File: config.mk
export PLATFORM = sky130hd
export DESIGN_NAME = csr_sync_readback
export DESIGN_NICKNAME = d
export VERILOG_FILES = /design/src/rtl/csr_sync_readback.sv
export SDC_FILE = /design/constraint.sdc
export NUM_CORES = 1
export LEC_CHECK = 0
export CORE_AREA = 2 2 305 307
export CTS_CLUSTER_SIZE = 25
export DETAILED_ROUTE_END_ITERATION = 8
export DIE_AREA = 0 0 307 309
export DONT_BUFFER_PORTS = 1
export GPL_TIMING_DRIVEN = 0
export PLACE_DENSITY = 0.35
export SLEW_MARGIN = 20
export SYNTH_ARGS = -nofsm -noshare
export SYNTH_HDL_FRONTEND = slang
export SYNTH_SLANG_ARGS = --single-unit
File: constraint.sdc
create_clock -name clk -period 2.7 [get_ports clk]
set_input_delay 0.27 -clock clk [delete_from_list [all_inputs] [get_ports clk]]
set_output_delay 0.27 -clock clk [all_outputs]
set_load 0.1 [all_outputs]
File: src/rtl/csr_sync_readback.sv
// Device-to-host readback for the core synchronize handshake: snapshots status
// words under a sequence tag, waits for the host ack, and publishes counters.
module csr_sync_readback #(
   parameter int unsigned NUM_STATUS = 4,
   parameter int unsigned CNT_WIDTH  = 48
) (
   input  logic                          clk,
   input  logic                          reset,
   input  logic                          synchronize,
   input  logic [64*NUM_STATUS-1:0]      status_in,
   input  logic                          ack_wr_en,
   input  logic [63:0]                   ack_wr_data,
   output logic                          synchronize_done,
   output logic [64*(3+NUM_STATUS)-1:0]  rd_csr_data
);

   typedef enum logic [1:0] {
      IDLE     = 2'd0,
      WAIT_ACK = 2'd1,
      DONE     = 2'd2
   } state_t;

   state_t               state, state_nx;
   logic [31:0]          seq, seq_nx;
   logic                 pending, pending_nx;
   logic                 overflow, overflow_nx;
   logic [15:0]          stale_cnt, stale_nx, stale_sat;
   logic [CNT_WIDTH-1:0] cycle_cnt;
   logic [CNT_WIDTH-1:0] lat_cnt, lat_nx, lat_inc;
   logic [CNT_WIDTH-1:0] latency, latency_nx;
   logic [63:0]          snap    [NUM_STATUS];
   logic [63:0]          snap_nx [NUM_STATUS];
   logic                 ack_match;
   logic                 unused_ack_hi;

   // Only the low half of the ack word carries the sequence number.
   assign unused_ack_hi = ^ack_wr_data[63:32];
   assign ack_match     = ack_wr_en && (ack_wr_data[31:0] == seq);
   assign lat_inc       = (lat_cnt == '1) ? lat_cnt : lat_cnt + 1'b1;
   assign stale_sat     = (stale_cnt == '1) ? stale_cnt : stale_cnt + 16'd1;

   always_ff @(posedge clk) begin
      if (reset) begin
         state     <= IDLE;
         seq       <= '0;
         pending   <= 1'b0;
         overflow  <= 1'b0;
         stale_cnt <= '0;
         cycle_cnt <= '0;
         lat_cnt   <= '0;
         latency   <= '0;
         for (int unsigned i = 0; i < NUM_STATUS; i++) begin
            snap[i] <= '0;
         end
      end else begin
         state     <= state_nx;
         seq       <= seq_nx;
         pending   <= pending_nx;
         overflow  <= overflow_nx;
         stale_cnt <= stale_nx;
         cycle_cnt <= cycle_cnt + 1'b1;
         lat_cnt   <= lat_nx;
         latency   <= latency_nx;
         for (int unsigned i = 0; i < NUM_STATUS; i++) begin
            snap[i] <= snap_nx[i];
         end
      end
   end

   always_comb begin
      state_nx    = state;
      seq_nx      = seq;
      pending_nx  = pending;
      overflow_nx = overflow;
      stale_nx    = stale_cnt;
      lat_nx      = lat_cnt;
      latency_nx  = latency;
      for (int unsigned i = 0; i < NUM_STATUS; i++) begin
         snap_nx[i] = snap[i];
      end

      case (state)
         IDLE: begin
            if (synchronize || pending) begin
               state_nx   = WAIT_ACK;
               seq_nx     = seq + 32'd1;
               pending_nx = 1'b0;
               lat_nx     = '0;
               for (int unsigned i = 0; i < NUM_STATUS; i++) begin
                  snap_nx[i] = status_in[64*i +: 64];
               end
            end
            if (ack_wr_en) begin
               stale_nx = stale_sat;
            end
         end
         WAIT_ACK: begin
            lat_nx = lat_inc;
            if (synchronize) begin
               if (pending) begin
                  overflow_nx = 1'b1;
               end else begin
                  pending_nx = 1'b1;
               end
            end
            // Latency reported includes the ack cycle itself.
            if (ack_match) begin
               latency_nx = lat_inc;
               state_nx   = DONE;
            end else if (ack_wr_en) begin
               stale_nx = stale_sat;
            end
         end
         DONE: begin
            state_nx = IDLE;
            if (synchronize) begin
               if (pending) begin
                  overflow_nx = 1'b1;
               end else begin
                  pending_nx = 1'b1;
               end
            end
            if (ack_wr_en) begin
               stale_nx = stale_sat;
            end
         end
         default: begin
            state_nx = IDLE;
         end
      endcase
   end

   // DONE lasts exactly one cycle, so the state register itself is the pulse.
   assign synchronize_done = (state == DONE);

   always_comb begin
      rd_csr_data        = '0;
      rd_csr_data[63:0]  = {seq, stale_cnt, 13'b0, overflow, pending, (state == WAIT_ACK)};
      rd_csr_data[127:64] = 64'(cycle_cnt);
      rd_csr_data[191:128] = 64'(latency);
      for (int unsigned i = 0; i < NUM_STATUS; i++) begin
         rd_csr_data[64*(3+i) +: 64] = snap[i];
      end
   end

endmodule

**Word level (Yosys, flattened, before mapping)**

Memory sizes are Yosys's and may differ from the RTL's.
Index checks and enable logic that the tools add are counted.

- Add/subtract/negate cells: 4
- Mux-type cells: 22
- Bitwise operators: 4
- Equality and inequality tests: 9
- Reduce and logical (&&, ||, !) cells: 15

Operators by type and width:

| cell | number |
|---|---|
| 256-bit 2-to-1 mux | 2 |
| 64-bit 2-to-1 mux | 4 |
| 48-bit by 1-bit adder with 48-bit output (second input constant) | 2 |
| 48-bit 2-to-1 mux | 2 |
| 48-bit case mux with 2 select lines | 1 |
| 48-bit equality test (second input constant) | 1 |
| 16-bit 2-to-1 mux | 3 |
| 32-bit by 1-bit adder with 32-bit output (second input constant) | 1 |
| 32-bit equality test | 1 |
| 16-bit case mux with 2 select lines | 1 |
| 16-bit by 1-bit adder with 16-bit output (second input constant) | 1 |
| 16-bit equality test (second input constant) | 1 |
| 2-bit AND reduction | 5 |
| 3-bit AND reduction | 2 |
| 2-bit nonzero test | 3 |
| 1-bit 2-to-1 mux | 5 |
| 2-bit 2-to-1 mux | 2 |
| 2-bit by 1-bit inequality test with 1-bit output (second input constant) | 2 |
| 2-bit inequality test (second input constant) | 2 |
| 1-bit bitwise OR | 4 |
| 2-bit case mux with 2 select lines | 1 |
| 2-bit OR reduction | 2 |
| 2-bit by 1-bit equality test with 1-bit output (second input constant) | 1 |
| 2-bit equality test (second input constant) | 1 |
| other kinds (4) | 4 |

- Output and inout port bits: 449
- Register bits after elaboration: 196
- Memories kept: 1
- Memory bits (writable): 256
- Word-level logic and storage cells: 63
- Bits of input ports: 324

Memories:

| name | depth | width | read ports | clocked after memory_dff | write ports | RTL line | RTL |
|---|---|---|---|---|---|---|---|
| snap | 4 | 64 | 4 | 0 | 4 | 31 | `logic [63:0] snap [NUM_STATUS];` |

**Depth between registers and ports, before layout**

- Word-level depth: 5
- Mapped depth: 11

**Worst setup path after synthesis**

Ideal clock, no wire load.

- Kind: flip-flop to flip-flop
- Start: register seq[8]
- End: register latency[44]
- Data arrival time: 2744 ps
- Path slack: -181 ps
- Cell stages (with the launch flop): 9
- Path buffers: 3
- Data required time: 2563 ps
- Library setup time: 137 ps
- Path through: dfxtp_1 -> xnor2_1 -> nand4_1 -> or4_1 -> nor4_1 -> clkbuf_1 -> buf_2 -> buf_2 -> a211oi_1

- Word-level cells in the longest chain between the ends: 3

Ends and longest elaborated chain:

| what | RTL line | RTL |
|---|---|---|
| start, declared | 24 | `logic [31:0] seq, seq_nx;` |
| start signal, assigned | 57 | `seq <= seq_nx;` |
| 32-bit equality test | 38 | `assign ack_match = ack_wr_en && (ack_wr_data[31:0] == seq);` |
| 1-bit logical AND | 38 |  |
| 2-bit AND reduction (no line) | -- |  |
| end signal, assigned | 63 | `latency <= latency_nx;` |
| end, declared | 30 | `logic [CNT_WIDTH-1:0] latency, latency_nx;` |

Every way passes these cells.
A chain may end at the register's enable or synchronous reset.

**Worst setup path in the final report**

- Start: register lat_cnt[0]
- End: register latency[45]

- Word-level cells in the longest chain between the ends: 2
- Elaborated cells between the ends (all ways): 3
- Those cells by class: 1 x add/sub; 1 x eq/ne; 1 x mux

Ends and longest elaborated chain:

| what | RTL line | RTL |
|---|---|---|
| start, declared | 29 | `logic [CNT_WIDTH-1:0] lat_cnt, lat_nx, lat_inc;` |
| start signal, assigned | 62 | `lat_cnt <= lat_nx;` |
| 48-bit by 1-bit adder with 48-bit output / 48-bit equality test (equally long branches) | 39 | `assign lat_inc = (lat_cnt == '1) ? lat_cnt : lat_cnt + 1'b1;` |
| 48-bit 2-to-1 mux (*) | 39 |  |

Every way passes the cells marked *; elsewhere a longest branch is shown, timed or not.

==> results_dict.tcl <==
set metrics [dict create \
    status "finished clean" \
    synth_edf_count 0 \
    p_per_area_nw_per_um2 743.8 \
    skew_ns 0.02275 \
    routabilityCongestion 0.9169 \
    core_um2 91390 \
    finalSetupViolCount 0 \
    tightest_slew_ns 1.182 \
    r2r_start "lat_cnt[0]$_SDFFE_PP0P_" \
    grt_pass1_wl_um 126800 \
    via_per_inst 4.626 \
    hold_path.startpoint "ack_wr_en" \
    slew_headroom_pct 21.12 \
    drt_iter0_drc 1145 \
    cts-htree-levels 2 \
    drive_above_1_share_pct 13.04 \
    max_cap_viol_count 0 \
    rsz0062_at_grt "yes" \
    crit_fanout 8 \
    ir_drop_mv 0.5207 \
    dp_hpwl_um 72110 \
    num_rows 111 \
    cts_tree "done" \
    clkTransAtPathRegs_ns 0.06 \
    syn_area_um2 18980 \
    syn_inst 2350 \
    fin_crit_ns 2.623 \
    maxSlewViolCount 0 \
    ys_seq_area_share_pct 47.66 \
    utilization_pct 28.33 \
    clk_latency_ns 0.64 \
    overflow 0 \
    clock_path_buffers 3 \
    max_freq_mhz 381.2 \
    io_pins 773 \
    num_vias 18280 \
    die_h_um 309 \
    synth.most_common_cell "nand2_1" \
    instances_no_fill 3951 \
    arrival_ns 3.13 \
    ys_types 64 \
    synth_common_cells "591 x nand2_1, 452 x dfxtp_1, 309 x a21oi_1, 149 x nor2_1, 130 x clkbuf_1" \
    placed_cell_area_um2 20690 \
    finish.net_count 3053 \
    antenna_left 0 \
    wirelength_um 91190 \
    die_w_um 307 \
    antenna_found_initial 4 \
    wl_per_cell_um 23.08 \
    whs_path_depth 4 \
    rrSetupSlack_ns 0.08 \
    hold_viol 0 \
    fillers 9935 \
    fin_crit_sh_pct 97.17 \
    end_kind "flip-flop" \
    crit_type "flip-flop to flip-flop" \
    start_kind "flip-flop" \
    first_pass_iters 7 \
    dp.cells 3580 \
    final_area_um2 25890 \
    area_delta_synth_final_pct 36.36 \
    die_area_um2 94860 \
    hold_path_class "input pin to flip-flop" \
    initial_utilization_pct 20.77 \
    grt_max_degree 15 \
    grt_pass1_vias 17830 \
    synth_largest_area_cell "dfxtp_1" \
    tns_ns 0 \
    min_to "stale_cnt[1]$_SDFFE_PP0P_" \
    r2r_end "latency[45]$_SDFFE_PP0P_" \
    synth-seq-cells 452 \
    synth.top_cells.by_area "dfxtp_1 48%, nand2_1 12%, a21oi_1 8.1%" \
    hold_ws_ns 0.1035 \
    numPortBuffers 0 \
    critical_path_required_ns 3.21 \
    synth_top_area_share_pct 47.66 \
    cts_inserted_buffers 57 \
    yosys_warnings 0 \
    drc 0 \
    p_leak_nw 9.238 \
    async_reset_ff_share_pct 0 \
    synthFlopType "dfxtp_1" \
    grt_usage_pct 18.27 \
    cts_sinks 452 \
    synth_area_per_cell_um2 8.078 \
    reg2reg_depth 6 \
    clockRootBuffer "clkbuf_16" \
]
[critical path, cell delays in order, from the launching register on]
cell       delay (ns)
dfxtp_1          0.40
ha_1             0.42
nand2_1          0.38
nor4_4           0.61
a2111oi_2        0.17
xnor2_1          0.38
a211oi_2         0.12
[where the power goes]
part	internal (W)	total, W	switching [W]
clock network	0.00443	0.00756	0.00313
registers	0.00695	0.00966	0.00271
logic	0.000667	0.00203	0.00137
[stage by stage]
step	power, W	setup WS, ns
final	0.01926	0.07652
after global routing	0.01999	-0.05891
after CTS	0.01953	0.003619
after detailed placement	0.01153	-1.558
after global placement	0.01151	-1.802
after floorplan	0.01082	0.0009226
[layer usage]
| layer | part of all wire, % | GRT usage, % | wire length (um) | vias to the layer above |
|---|---|---|---|---|
| li1 | - | - | - | 8663 |
| met1 | 40 | 21.26 | 36160 | 8799 |
| met2 | 50 | 31.82 | 45340 | 678 |
| met3 | 7.9 | 5.844 | 7185 | 136 |
| met4 | 2.7 | 5.695 | 2489 | 2 |
| met5 | 0.015 | 0 | 14 | - |
[cells in the final DEF, fill, tap and decap left out, types with 43 or more instances in the layout]
master and n:
o21ai_0 43, nand4_1 58, xnor2_1 63, nor2_1 148
dfxtp_4 53, conb_1 45, clkbuf_1 108, dlygate4sd3_1 257
a21oi_1 309, nand2_1 590, clkbuf_16 58, buf_4 72
dfxtp_1 364, nand3_1 53, xor2_1 72
[how the worst max path moves through the flow]
| stage | start | end | cells after the start |
|---|---|---|---|
| final | lat_cnt[0]$_SDFFE_PP0P_ | latency[45]$_SDFFE_PP0P_ | 6 |
| after global routing | lat_cnt[12]$_SDFFE_PP0P_ | latency[33]$_SDFFE_PP0P_ | 8 |
| after CTS | state[0]$_SDFFE_PP0P_ | snap[0][42]$_SDFFE_PP0P_ | 8 |
| after detailed placement | seq[13]$_SDFFE_PP0P_ | latency[46]$_SDFFE_PP0P_ | 8 |
| after global placement | seq[0]$_SDFFE_PP0P_ | latency[46]$_SDFFE_PP0P_ | 8 |
| after floorplan | seq[29]$_SDFFE_PP0P_ | latency[44]$_SDFFE_PP0P_ | 8 |
[sequential cells by signal, indices dropped and copies added, names as in the netlist]
name       flops
stale_cnt     16
cycle_cnt     48
snap         256
latency       48
seq           32
state          2
lat_cnt       48
pending        1
overflow       1
[cells by family (layout without fill, tap and decap cells)]
group	Yosys count	in the layout	synth area share, %
AO/OA/AOI/OAI	481	481	14.80
XOR/XNOR	143	143	6.597
adder cells (fa/ha/maj)	8	8	0.5273
buffers and inverters	233	599	5.800
flip-flops	452	452	47.66
multiplexers	7	7	0.3888
other	1	50	0.01975
AND/OR/NAND/NOR	1025	1025	24.21
[cell type report]
| class | instances | area [um^2] | area share [%] |
|---|---|---|---|
| inverters | 21 | 78.83 | 0.3045 |
| well taps | 1186 | 1484 | 5.732 |
| repair buffers | 272 | 2710 | 10.47 |
| clock inverters | 18 | 195.2 | 0.7540 |
| multi-input cells | 1709 | 9368 | 36.19 |
| diodes | 5 | 12.51 | 0.04833 |
| plain buffers | 208 | 1134 | 4.379 |
| clock buffers | 80 | 1614 | 6.235 |
| flip-flops and latches | 452 | 9291 | 35.89 |
[what timing repair did]
item                                    CTS  global route
hold endpoints to repair                259             0
cloned                                    0             0
setup buffers                             9             6
hold buffers                            257             0
endpoints found under the setup margin  386           249
gates resized for setup                 149            81
pin swaps                                 7            27
No activity file was read; power rests on OpenSTA's default activity.
